`config.mk`:
```
export PLATFORM = sky130hd
export DESIGN_NAME = window_centroid
export DESIGN_NICKNAME = d
export VERILOG_FILES = /design/src/rtl/window_centroid.sv
export SDC_FILE = /design/constraint.sdc
export NUM_CORES = 1
export LEC_CHECK = 0
export ABC_AREA = 0
export CAP_MARGIN = 40
export CORE_MARGIN = 4
export CORE_UTILIZATION = 45
export CTS_BUF_LIST = sky130_fd_sc_hd__clkbuf_8 sky130_fd_sc_hd__clkbuf_16
export DETAILED_ROUTE_END_ITERATION = 8
export GPL_TIMING_DRIVEN = 0
export PLACE_DENSITY = 0.73
export SLEW_MARGIN = 20
export SYNTH_ARGS = -nofsm -noshare
export SYNTH_HDL_FRONTEND = slang
export SYNTH_SLANG_ARGS = --single-unit
```
`constraint.sdc`:
```
create_clock -name sysclk -period 17.2 [get_ports sysclk]
set_input_delay 1.72 -clock sysclk [delete_from_list [all_inputs] [get_ports sysclk]]
set_output_delay 1.72 -clock sysclk [all_outputs]
set_load 0.005 [all_outputs]
```
`src/rtl/window_centroid.sv`:
```
// ---------------------------------------------------------------------------
// window_centroid
//
// Scans a WIDTH x HEIGHT window buffer (3-bit pixel codes, row-major) once per
// request. It counts the pixels equal to a target code and reports the
// integer centroid of those pixels.
//
// Optional feature: define WINDOW_CENTROID_BBOX_EN to add the bounding-box
// outputs xmin/xmax/ymin/ymax.
//
// Ports
//   sysclk     in   1   clock; all state changes on the rising edge
//   reset      in   1   asynchronous, active-high reset
//   start      in   1   request one scan (accepted only while idle)
//   target     in   3   pixel code to match, sampled when start is accepted
//   rdaddr     out  16  window RAM read address
//   q          in   3   RAM read data, valid one cycle after rdaddr
//   busy       out  1   high from start acceptance until the done pulse
//   done       out  1   one-cycle pulse; results change in the same cycle
//   found      out  1   count >= MIN_COUNT
//   cx, cy     out  7   centroid column/row (truncated), 0 when !found
//   count      out  14  number of matching pixels
//   xmin..ymax out  7   bounding box of matches, 0 when !found (BBOX only)
//   dbg_state  out  3   current FSM state encoding
//
// Handshake: start is a request that is taken only in a cycle where busy is
// low. busy rises on the next edge. done pulses for exactly one cycle, and
// busy falls in that same cycle. A start asserted while busy is dropped and
// is not queued.
// ---------------------------------------------------------------------------
module window_centroid #(
    parameter int WIDTH     = 100,
    parameter int HEIGHT    = 100,
    parameter int MIN_COUNT = 16
) (
    input  logic        sysclk,
    input  logic        reset,
    input  logic        start,
    input  logic [2:0]  target,
    output logic [15:0] rdaddr,
    input  logic [2:0]  q,
    output logic        busy,
    output logic        done,
    output logic        found,
    output logic [6:0]  cx,
    output logic [6:0]  cy,
    output logic [13:0] count,
`ifdef WINDOW_CENTROID_BBOX_EN
    output logic [6:0]  xmin,
    output logic [6:0]  xmax,
    output logic [6:0]  ymin,
    output logic [6:0]  ymax,
`endif
    output logic [2:0]  dbg_state
);

    localparam logic [15:0] LAST_ADDR = 16'(WIDTH * HEIGHT - 1);
    localparam logic [6:0]  X_LAST    = 7'(WIDTH - 1);
    localparam logic [13:0] MIN_CNT   = 14'(MIN_COUNT);
    localparam logic [4:0]  DIV_LAST  = 5'd19;   // 20 quotient bits

    typedef enum logic [2:0] {
        IDLE   = 3'd0,
        READ   = 3'd1,
        DRAIN  = 3'd2,
        DIVIDE = 3'd3,
        DONE   = 3'd4
    } state_t;

    state_t      r_state;
    state_t      w_state_nxt;

    // scan
    logic [15:0] r_rdaddr;
    logic [6:0]  r_x;
    logic [6:0]  r_y;
    logic [6:0]  r_dx;          // coordinates of the pixel now on q
    logic [6:0]  r_dy;
    logic        r_vld;         // q carries a real pixel this cycle
    logic [2:0]  r_target;

    // accumulators
    logic [13:0] r_count;
    logic [19:0] r_sum_x;
    logic [19:0] r_sum_y;

    // dividers: r_num_* is shifted out MSB-first and refilled with quotient bits
    logic [19:0] r_num_x;
    logic [19:0] r_num_y;
    logic [13:0] r_rem_x;
    logic [13:0] r_rem_y;
    logic [13:0] r_div_d;
    logic [4:0]  r_div_cnt;

    // results
    logic        r_busy;
    logic        r_done;
    logic        r_found;
    logic [6:0]  r_cx;
    logic [6:0]  r_cy;
    logic [13:0] r_count_out;

    // FSM strobes
    logic        w_start_ok;
    logic        w_acc_en;
    logic        w_load_div;
    logic        w_div_step;
    logic        w_publish;

    // datapath
    logic        w_match;
    logic [13:0] w_count_nxt;
    logic [19:0] w_sum_x_nxt;
    logic [19:0] w_sum_y_nxt;
    logic        w_found_nxt;
    logic        w_fin_found;
    logic [14:0] w_trial_x;
    logic [14:0] w_trial_y;
    logic        w_ge_x;
    logic        w_ge_y;
    logic [13:0] w_sub_x;
    logic [13:0] w_sub_y;
    logic [6:0]  w_qx;
    logic [6:0]  w_qy;

    // -----------------------------------------------------------------------
    // FSM
    // -----------------------------------------------------------------------
    always_ff @(posedge sysclk or posedge reset) begin
        if (reset) begin
            r_state <= IDLE;
        end else begin
            r_state <= w_state_nxt;
        end
    end

    always_comb begin
        w_state_nxt = r_state;
        w_start_ok  = 1'b0;
        w_acc_en    = 1'b0;
        w_load_div  = 1'b0;
        w_div_step  = 1'b0;
        w_publish   = 1'b0;
        case (r_state)
            IDLE: begin
                if (start) begin
                    w_start_ok  = 1'b1;
                    w_state_nxt = READ;
                end
            end
            READ: begin
                w_acc_en = r_vld;
                if (r_rdaddr == LAST_ADDR) begin
                    w_state_nxt = DRAIN;
                end
            end
            DRAIN: begin
                // The last pixel arrives now. The divider is loaded with the
                // final sums even when the result turns out invalid. That
                // load is harmless.
                w_acc_en    = 1'b1;
                w_load_div  = 1'b1;
                w_state_nxt = w_found_nxt ? DIVIDE : DONE;
            end
            DIVIDE: begin
                w_div_step = 1'b1;
                if (r_div_cnt == DIV_LAST) begin
                    w_state_nxt = DONE;
                end
            end
            DONE: begin
                w_publish   = 1'b1;
                w_state_nxt = IDLE;
            end
            default: begin
                w_state_nxt = IDLE;
            end
        endcase
    end

    // -----------------------------------------------------------------------
    // Accumulate / divide combinational terms
    // -----------------------------------------------------------------------
    always_comb begin
        w_match     = w_acc_en && (q == r_target);
        w_count_nxt = r_count + 14'(w_match);
        w_sum_x_nxt = r_sum_x + (w_match ? 20'(r_dx) : 20'd0);
        w_sum_y_nxt = r_sum_y + (w_match ? 20'(r_dy) : 20'd0);
        w_found_nxt = (w_count_nxt >= MIN_CNT);
        w_fin_found = (r_count >= MIN_CNT);

        // Restoring step. Because rem < divisor, the trial fits in 15 bits.
        // When the trial is >= divisor, the 14-bit modular subtraction
        // gives the exact remainder.
        w_trial_x = {r_rem_x, r_num_x[19]};
        w_trial_y = {r_rem_y, r_num_y[19]};
        w_ge_x    = (w_trial_x >= {1'b0, r_div_d});
        w_ge_y    = (w_trial_y >= {1'b0, r_div_d});
        w_sub_x   = w_trial_x[13:0] - r_div_d;
        w_sub_y   = w_trial_y[13:0] - r_div_d;

        // A centroid always lies inside the window. Saturation only guards
        // against parameter sets wider than the 7-bit outputs.
        w_qx = (|r_num_x[19:7]) ? 7'h7F : r_num_x[6:0];
        w_qy = (|r_num_y[19:7]) ? 7'h7F : r_num_y[6:0];
    end

    // -----------------------------------------------------------------------
    // Datapath registers
    // -----------------------------------------------------------------------
    always_ff @(posedge sysclk or posedge reset) begin
        if (reset) begin
            r_rdaddr    <= 16'd0;
            r_x         <= 7'd0;
            r_y         <= 7'd0;
            r_dx        <= 7'd0;
            r_dy        <= 7'd0;
            r_vld       <= 1'b0;
            r_target    <= 3'd0;
            r_count     <= 14'd0;
            r_sum_x     <= 20'd0;
            r_sum_y     <= 20'd0;
            r_num_x     <= 20'd0;
            r_num_y     <= 20'd0;
            r_rem_x     <= 14'd0;
            r_rem_y     <= 14'd0;
            r_div_d     <= 14'd0;
            r_div_cnt   <= 5'd0;
            r_busy      <= 1'b0;
            r_done      <= 1'b0;
            r_found     <= 1'b0;
            r_cx        <= 7'd0;
            r_cy        <= 7'd0;
            r_count_out <= 14'd0;
        end else begin
            r_done <= w_publish;

            if (w_start_ok) begin
                r_target <= target;
                r_rdaddr <= 16'd0;
                r_x      <= 7'd0;
                r_y      <= 7'd0;
                r_vld    <= 1'b0;
                r_count  <= 14'd0;
                r_sum_x  <= 20'd0;
                r_sum_y  <= 20'd0;
                r_busy   <= 1'b1;
            end

            if (r_state == READ) begin
                // rdaddr parks on the last address. It does not run past it.
                if (r_rdaddr != LAST_ADDR) begin
                    r_rdaddr <= r_rdaddr + 16'd1;
                end
                if (r_x == X_LAST) begin
                    r_x <= 7'd0;
                    r_y <= r_y + 7'd1;
                end else begin
                    r_x <= r_x + 7'd1;
                end
                // q lags rdaddr by one cycle, so the coordinates lag with it
                r_dx  <= r_x;
                r_dy  <= r_y;
                r_vld <= 1'b1;
            end

            if (w_acc_en) begin
                r_count <= w_count_nxt;
                r_sum_x <= w_sum_x_nxt;
                r_sum_y <= w_sum_y_nxt;
            end

            if (w_load_div) begin
                r_num_x   <= w_sum_x_nxt;
                r_num_y   <= w_sum_y_nxt;
                r_rem_x   <= 14'd0;
                r_rem_y   <= 14'd0;
                r_div_d   <= w_count_nxt;
                r_div_cnt <= 5'd0;
            end

            if (w_div_step) begin
                r_rem_x   <= w_ge_x ? w_sub_x : w_trial_x[13:0];
                r_rem_y   <= w_ge_y ? w_sub_y : w_trial_y[13:0];
                r_num_x   <= {r_num_x[18:0], w_ge_x};
                r_num_y   <= {r_num_y[18:0], w_ge_y};
                r_div_cnt <= r_div_cnt + 5'd1;
            end

            if (w_publish) begin
                r_busy      <= 1'b0;
                r_found     <= w_fin_found;
                r_count_out <= r_count;
                r_cx        <= w_fin_found ? w_qx : 7'd0;
                r_cy        <= w_fin_found ? w_qy : 7'd0;
            end
        end
    end

`ifdef WINDOW_CENTROID_BBOX_EN
    // -----------------------------------------------------------------------
    // Bounding box: the minima start at all-ones so the first match wins
    // -----------------------------------------------------------------------
    logic [6:0] r_bx_min;
    logic [6:0] r_bx_max;
    logic [6:0] r_by_min;
    logic [6:0] r_by_max;
    logic [6:0] r_xmin;
    logic [6:0] r_xmax;
    logic [6:0] r_ymin;
    logic [6:0] r_ymax;

    always_ff @(posedge sysclk or posedge reset) begin
        if (reset) begin
            r_bx_min <= 7'd0;
            r_bx_max <= 7'd0;
            r_by_min <= 7'd0;
            r_by_max <= 7'd0;
            r_xmin   <= 7'd0;
            r_xmax   <= 7'd0;
            r_ymin   <= 7'd0;
            r_ymax   <= 7'd0;
        end else begin
            if (w_start_ok) begin
                r_bx_min <= 7'h7F;
                r_bx_max <= 7'd0;
                r_by_min <= 7'h7F;
                r_by_max <= 7'd0;
            end
            if (w_match) begin
                if (r_dx < r_bx_min) r_bx_min <= r_dx;
                if (r_dx > r_bx_max) r_bx_max <= r_dx;
                if (r_dy < r_by_min) r_by_min <= r_dy;
                if (r_dy > r_by_max) r_by_max <= r_dy;
            end
            if (w_publish) begin
                r_xmin <= w_fin_found ? r_bx_min : 7'd0;
                r_xmax <= w_fin_found ? r_bx_max : 7'd0;
                r_ymin <= w_fin_found ? r_by_min : 7'd0;
                r_ymax <= w_fin_found ? r_by_max : 7'd0;
            end
        end
    end

    assign xmin = r_xmin;
    assign xmax = r_xmax;
    assign ymin = r_ymin;
    assign ymax = r_ymax;
`endif

    assign rdaddr    = r_rdaddr;
    assign busy      = r_busy;
    assign done      = r_done;
    assign found     = r_found;
    assign cx        = r_cx;
    assign cy        = r_cy;
    assign count     = r_count_out;
    assign dbg_state = r_state;

endmodule

```
# Word level (Yosys, flattened, before mapping)
# Index checks and enable logic that the tools add are counted.
dict set report word_totals {
  register_bits 223
  n_memories 0
  ramBits 0
  latch_bits 0
  wordCells 103
  input_bits 9
  rom_bits 0
  out_inout_bits 50
}
dict set report op_classes {
  n_eq_ne 12
  bitwise_logic 0
  n_shift 0
  add_sub_neg 9
  mul 0
  reduce_logical 9
  div 0
  magnitude_cmp 4
  muxes 46
}
# cell n
set op_table {}
lappend op_table {{$mux 20} 7}
lappend op_table {{$mux 14} 7}
lappend op_table {{$mux 7} 12}
lappend op_table {{$mux 16} 3}
lappend op_table {{$add 20x7->20} 2}
lappend op_table {{$ge 15x14->1} 2}
lappend op_table {{$ge 14x5->1 const B} 2}
lappend op_table {{$sub 14x14->14} 2}
lappend op_table {{$reduce_or 13->1} 2}
lappend op_table {{$add 16x1->16 const B} 1}
lappend op_table {{$eq 16x14->1 const B} 1}
lappend op_table {{$ne 16x14->1 const B} 1}
lappend op_table {{$add 14x1->14} 1}
lappend op_table {{$add 7x1->7 const B} 2}
lappend op_table {{$mux 3} 4}
lappend op_table {{$pmux 3 s4} 1}
lappend op_table {{$mux 5} 2}
lappend op_table {{$mux 1} 9}
lappend op_table {{$reduce_bool 2->1} 4}
lappend op_table {{$eq 7x7->1 const B} 1}
lappend op_table {{$eq 3x2->1 const B} 2}
lappend op_table {{$ne 2x2->1 const B} 3}
lappend op_table {{$add 5x1->5 const B} 1}
lappend op_table {{$eq 5x5->1 const B} 1}
lappend op_table {{other kinds (7)} 7}

# Logic depth before layout (Yosys ltp)
dict set report depth {
  word_depth 7
  mapped_depth 17
  depth_no_buf 15
}

# Least setup slack after synthesis
# Ideal clock, no wire load.
dict set report synth_timing {
  path_type {input-to-reg}
  from {input port q[0]}
  to {register r_sum_x[16]}
  arrival_time_ns 4.525
  setup_ns 0.083
  cell_stages 14
  setup_slack_ns 12.592
  required_time_ns 17.117
  path_buffers 1
  cell_sequence {xor2_1 nor4_1 clkbuf_1 and2_1 ha_1 inv_1 fa_1 nor2b_1 o21a_1 o21ai_1 a21oi_1 nand3_1 or3_1 o21ai_0}
}
dict set report synth_between {
  elab_chain_cells 5
}
# item line
set synth_lines {}
lappend synth_lines {{start, declared} 41} ;# input logic [2:0] q,
lappend synth_lines {{$eq 3x3->1} 185} ;# w_match = w_acc_en && (q == r_target);
lappend synth_lines {{$logic_and 1x1->1} 185}
lappend synth_lines {{$mux 7} 187} ;# w_sum_x_nxt = r_sum_x + (w_match ? 20'(r_dx) : 20'd0);
lappend synth_lines {{$add 20x7->20} 187}
lappend synth_lines {{$mux 20} 267} ;# if (w_acc_en) begin
lappend synth_lines {{end signal, assigned} 269} ;# r_sum_x <= w_sum_x_nxt;
lappend synth_lines {{end, declared} 84} ;# logic [19:0] r_sum_x;
# Every way passes these cells.
# A chain may end at the register's enable or synchronous reset.

# Worst setup path after layout
# Ends and elaborated chain as after synthesis.

==> impl_metrics.json <==
{
  "ctsHoldBuffers": 0,
  "cts_resized": 0,
  "drive_above_1_share_pct": 4.722,
  "clk_path_buf_depth": 3,
  "reg2reg_setup_slack_ns": 12.53,
  "diodes": 0,
  "top_usage_layer": "met2",
  "yosys.area.top_type": "dfrtp_1",
  "path_max_fanout": 10,
  "cts_tree": "done",
  "pre_cts_slack_ns": 11.32,
  "reg2regPathDepth": 16,
  "use_met3_pct": 3.315,
  "max_freq_mhz": 184.7,
  "cp.depth": 15,
  "die_area_um2": 30790,
  "yosysWarnings": 0,
  "synthArstFlopShare_pct": 100.0,
  "synthFlopType": "dfrtp_1",
  "grt_max_degree": 101,
  "cts_setup_buffers": 0,
  "fin_nets": 1611,
  "max-vdd-ir-drop_mv": 0.09633,
  "die_y_um": 175.5,
  "hold_violations": 0,
  "wl_per_cell_um": 18.22,
  "setup_ws_ns": 11.79,
  "tightest_slew_ns": 0.8259,
  "vias_per_cell": 5.814,
  "gr-total-overflow": 0,
  "slew_headroom_pct": 44.94,
  "insertion_delay_ns": 0.53,
  "dr.pass1.iters": 5,
  "ys_ff_latch": 223,
  "p_per_area_nw_per_um2": 172.3,
  "skew_ns": 0.01265,
  "cp_cell_sequence": "clkdlybuf4s50_1 > xor2_1 > nor4_1 > clkbuf_1 > and2_1 > ha_1 > inv_1 > fa_1 > nor2b_1 > o21a_1 > o21ai_1 > a21oi_1 > nand3_1 > or3_1 > o21ai_0",
  "syn_inst": 1461,
  "synth_area_um2": 12620,
  "cpMaxStageDelayCell": "nor4_1",
  "worstPathRequired_ns": 17.64,
  "antenna_found_initial": 0,
  "num_vias": 11310,
  "cts_htree_levels": 1,
  "hold_class": "reg -> reg",
  "rsz0062_at_grt": "false",
  "worst_ep_arrival_time_ns": 5.85,
  "leakagePower_nw": 6.540,
  "grt_util_met2_pct": 37.34,
  "critPathKind": "in -> reg",
  "area_growth_pct": 15.70,
  "synthTopCellsByArea": "dfrtp_1 (44%), nand2_1 (8.2%), ha_1 (4.8%)",
  "crit_path_end_kind": "register",
  "path_buf_inv": 3,
  "cts_sinks": 223,
  "final-setup-viol-count": 0,
  "numCtsBuffers": 25,
  "grt_pass1_wl_um": 58580,
  "io_pins": 59,
  "totalWireLength_um": 35430,
  "clk_pin_slew_ns": 0.06,
  "gp_congestion": 0.9100,
  "syn_nets": 1522,
  "initialDrtViolationCount": 1102,
  "critPathTopFamily": "simple AND/OR/NAND/NOR gates",
  "dieWidth_um": 175.5,
  "synth.most_common_cell": "nand2_1",
  "route.detailed.drc": 0,
  "grtUsageMet1_pct": 32.25,
  "syn_area_per_cell_um2": 8.638,
  "cts_root_buffer": "clkbuf_16",
  "period_needed_ns": 5.414,
  "fin_tns_setup_ns": 0,
  "finalMaxSlewViolations": 0,
  "maxCapViolCount": 0,
  "track_usage_pct": 22.97,
  "coreArea_um2": 27710,
  "start_util_pct": 45.55,
  "first_global_vias": 11120,
  "drtAntennaViolNets": 0,
  "status": "finished clean",
  "start_kind": "input port",
  "finalCritPeriodShare_pct": 31.47,
  "dpl.hpwl_um": 25960,
  "synth_top_area_share_pct": 44.22,
  "synth_cell_types": 71,
  "synth-seq-area-share_pct": 44.22,
  "synth_common_cells": "nand2_1 (277), dfrtp_1 (223), o21ai_1 (97)",
  "synth_edf_count": 0,
  "min_path_cells": 2,
  "portBuffers": 58,
  "cpPeakStageDelay_ns": 0.66,
  "core.rowCount": 61
}
[per-layer routing]
layer  up-vias  wire length (µm)  part of all wire [%]
met5         -                 0                     0
met2       455             16330                    46
li1       5348                 -                     -
met4         0              1171                   3.3
met3        87              2538                   7.2
met1      5419             15390                    43
[worst min-delay path: cells and delay by family, from the launching register on]
| family | cells | cell delay (ns) |
|---|---|---|
| flops | 1 | 0.34 |
| simple gates | 2 | 0.10 |
[worst paths after layout]
path / start / endpoint
max: q[0] / r_sum_x[16]
min: cy[1] / cy[1]
max reg2reg: dbg_state[1] / r_sum_x[16]
min reg2reg: cy[1] / cy[1]
max in group asynchronous: reset / r_rem_x[2]
min in group asynchronous: reset / rdaddr[13]
[final cells by class]
class | count | area (µm²)
timing repair buffer | 62 | 648.1
multi-input combinational | 1115 | 6556
inverter | 40 | 157.7
buffer | 83 | 332.8
sequential | 223 | 5580
clock buffer | 31 | 708.2
fill | 2536 | 13110
tap | 378 | 473.0
clock inverter | 13 | 143.9
[metrics by stage]
| stage | cells | total power, mW | hold WS (ns) | cell area [µm²] | util, % |
|---|---|---|---|---|---|
| floorplan | 1461 | 1.559 | 0.4375 | 12620 | - |
| CTS | 1945 | 2.499 | 0.4695 | 14600 | 52.70 |
| global placement | 1897 | 1.907 | 0.4524 | 13670 | 49.35 |
| global route | 1945 | 2.682 | 0.4891 | 14600 | 52.70 |
| finish | 1945 | 2.515 | 0.4648 | 14600 | 52.70 |
| detailed placement | 1901 | 1.938 | 0.4563 | 13750 | 49.62 |
[flip-flops by register name (all words and copies together) (netlist names), 5 cells and up]
name / cells
r_num_x: 20
r_num_y: 20
r_sum_x: 20
r_sum_y: 20
rdaddr: 16
count: 14
r_count: 14
r_div_d: 14
r_rem_x: 14
r_rem_y: 14
cx: 7
cy: 7
r_dx: 7
r_dy: 7
r_x: 7
r_y: 7
r_div_cnt: 5
[cells in the final DEF, fill, tap and decap left out, types with 17 or more instances in the layout]
master and n:
a21oi_1 75, and3_1 27, clkbuf_1 68, clkbuf_16 25
clkdlybuf4s50_1 58, dfrtp_1 223, ha_1 48, inv_1 39
mux2i_1 19, nand2_1 277, nand3_1 70, nand4_1 26
nor2_1 77, nor3_1 20, o21ai_0 93, o21ai_1 97
o31ai_1 24, or3_1 17, xnor2_1 27, xor2_1 43
[cells by family after synthesis]
kind of cell / after synthesis / synth area share (%)
xor+xnor: 70 / 4.858
fa+ha+maj: 52 / 5.394
mux: 24 / 1.953
compound gates: 381 / 17.96
simple gates: 588 / 21.79
buf+inv: 123 / 3.827
flops: 223 / 44.22
[power breakdown]
part	leakage (nW)	internal, mW	switching [mW]
Combinational	3.05	0.435	0.804
Sequential	3.05	0.630	0.0878
Clock	0.436	0.335	0.224
Power figures use the tool's default switching activity.
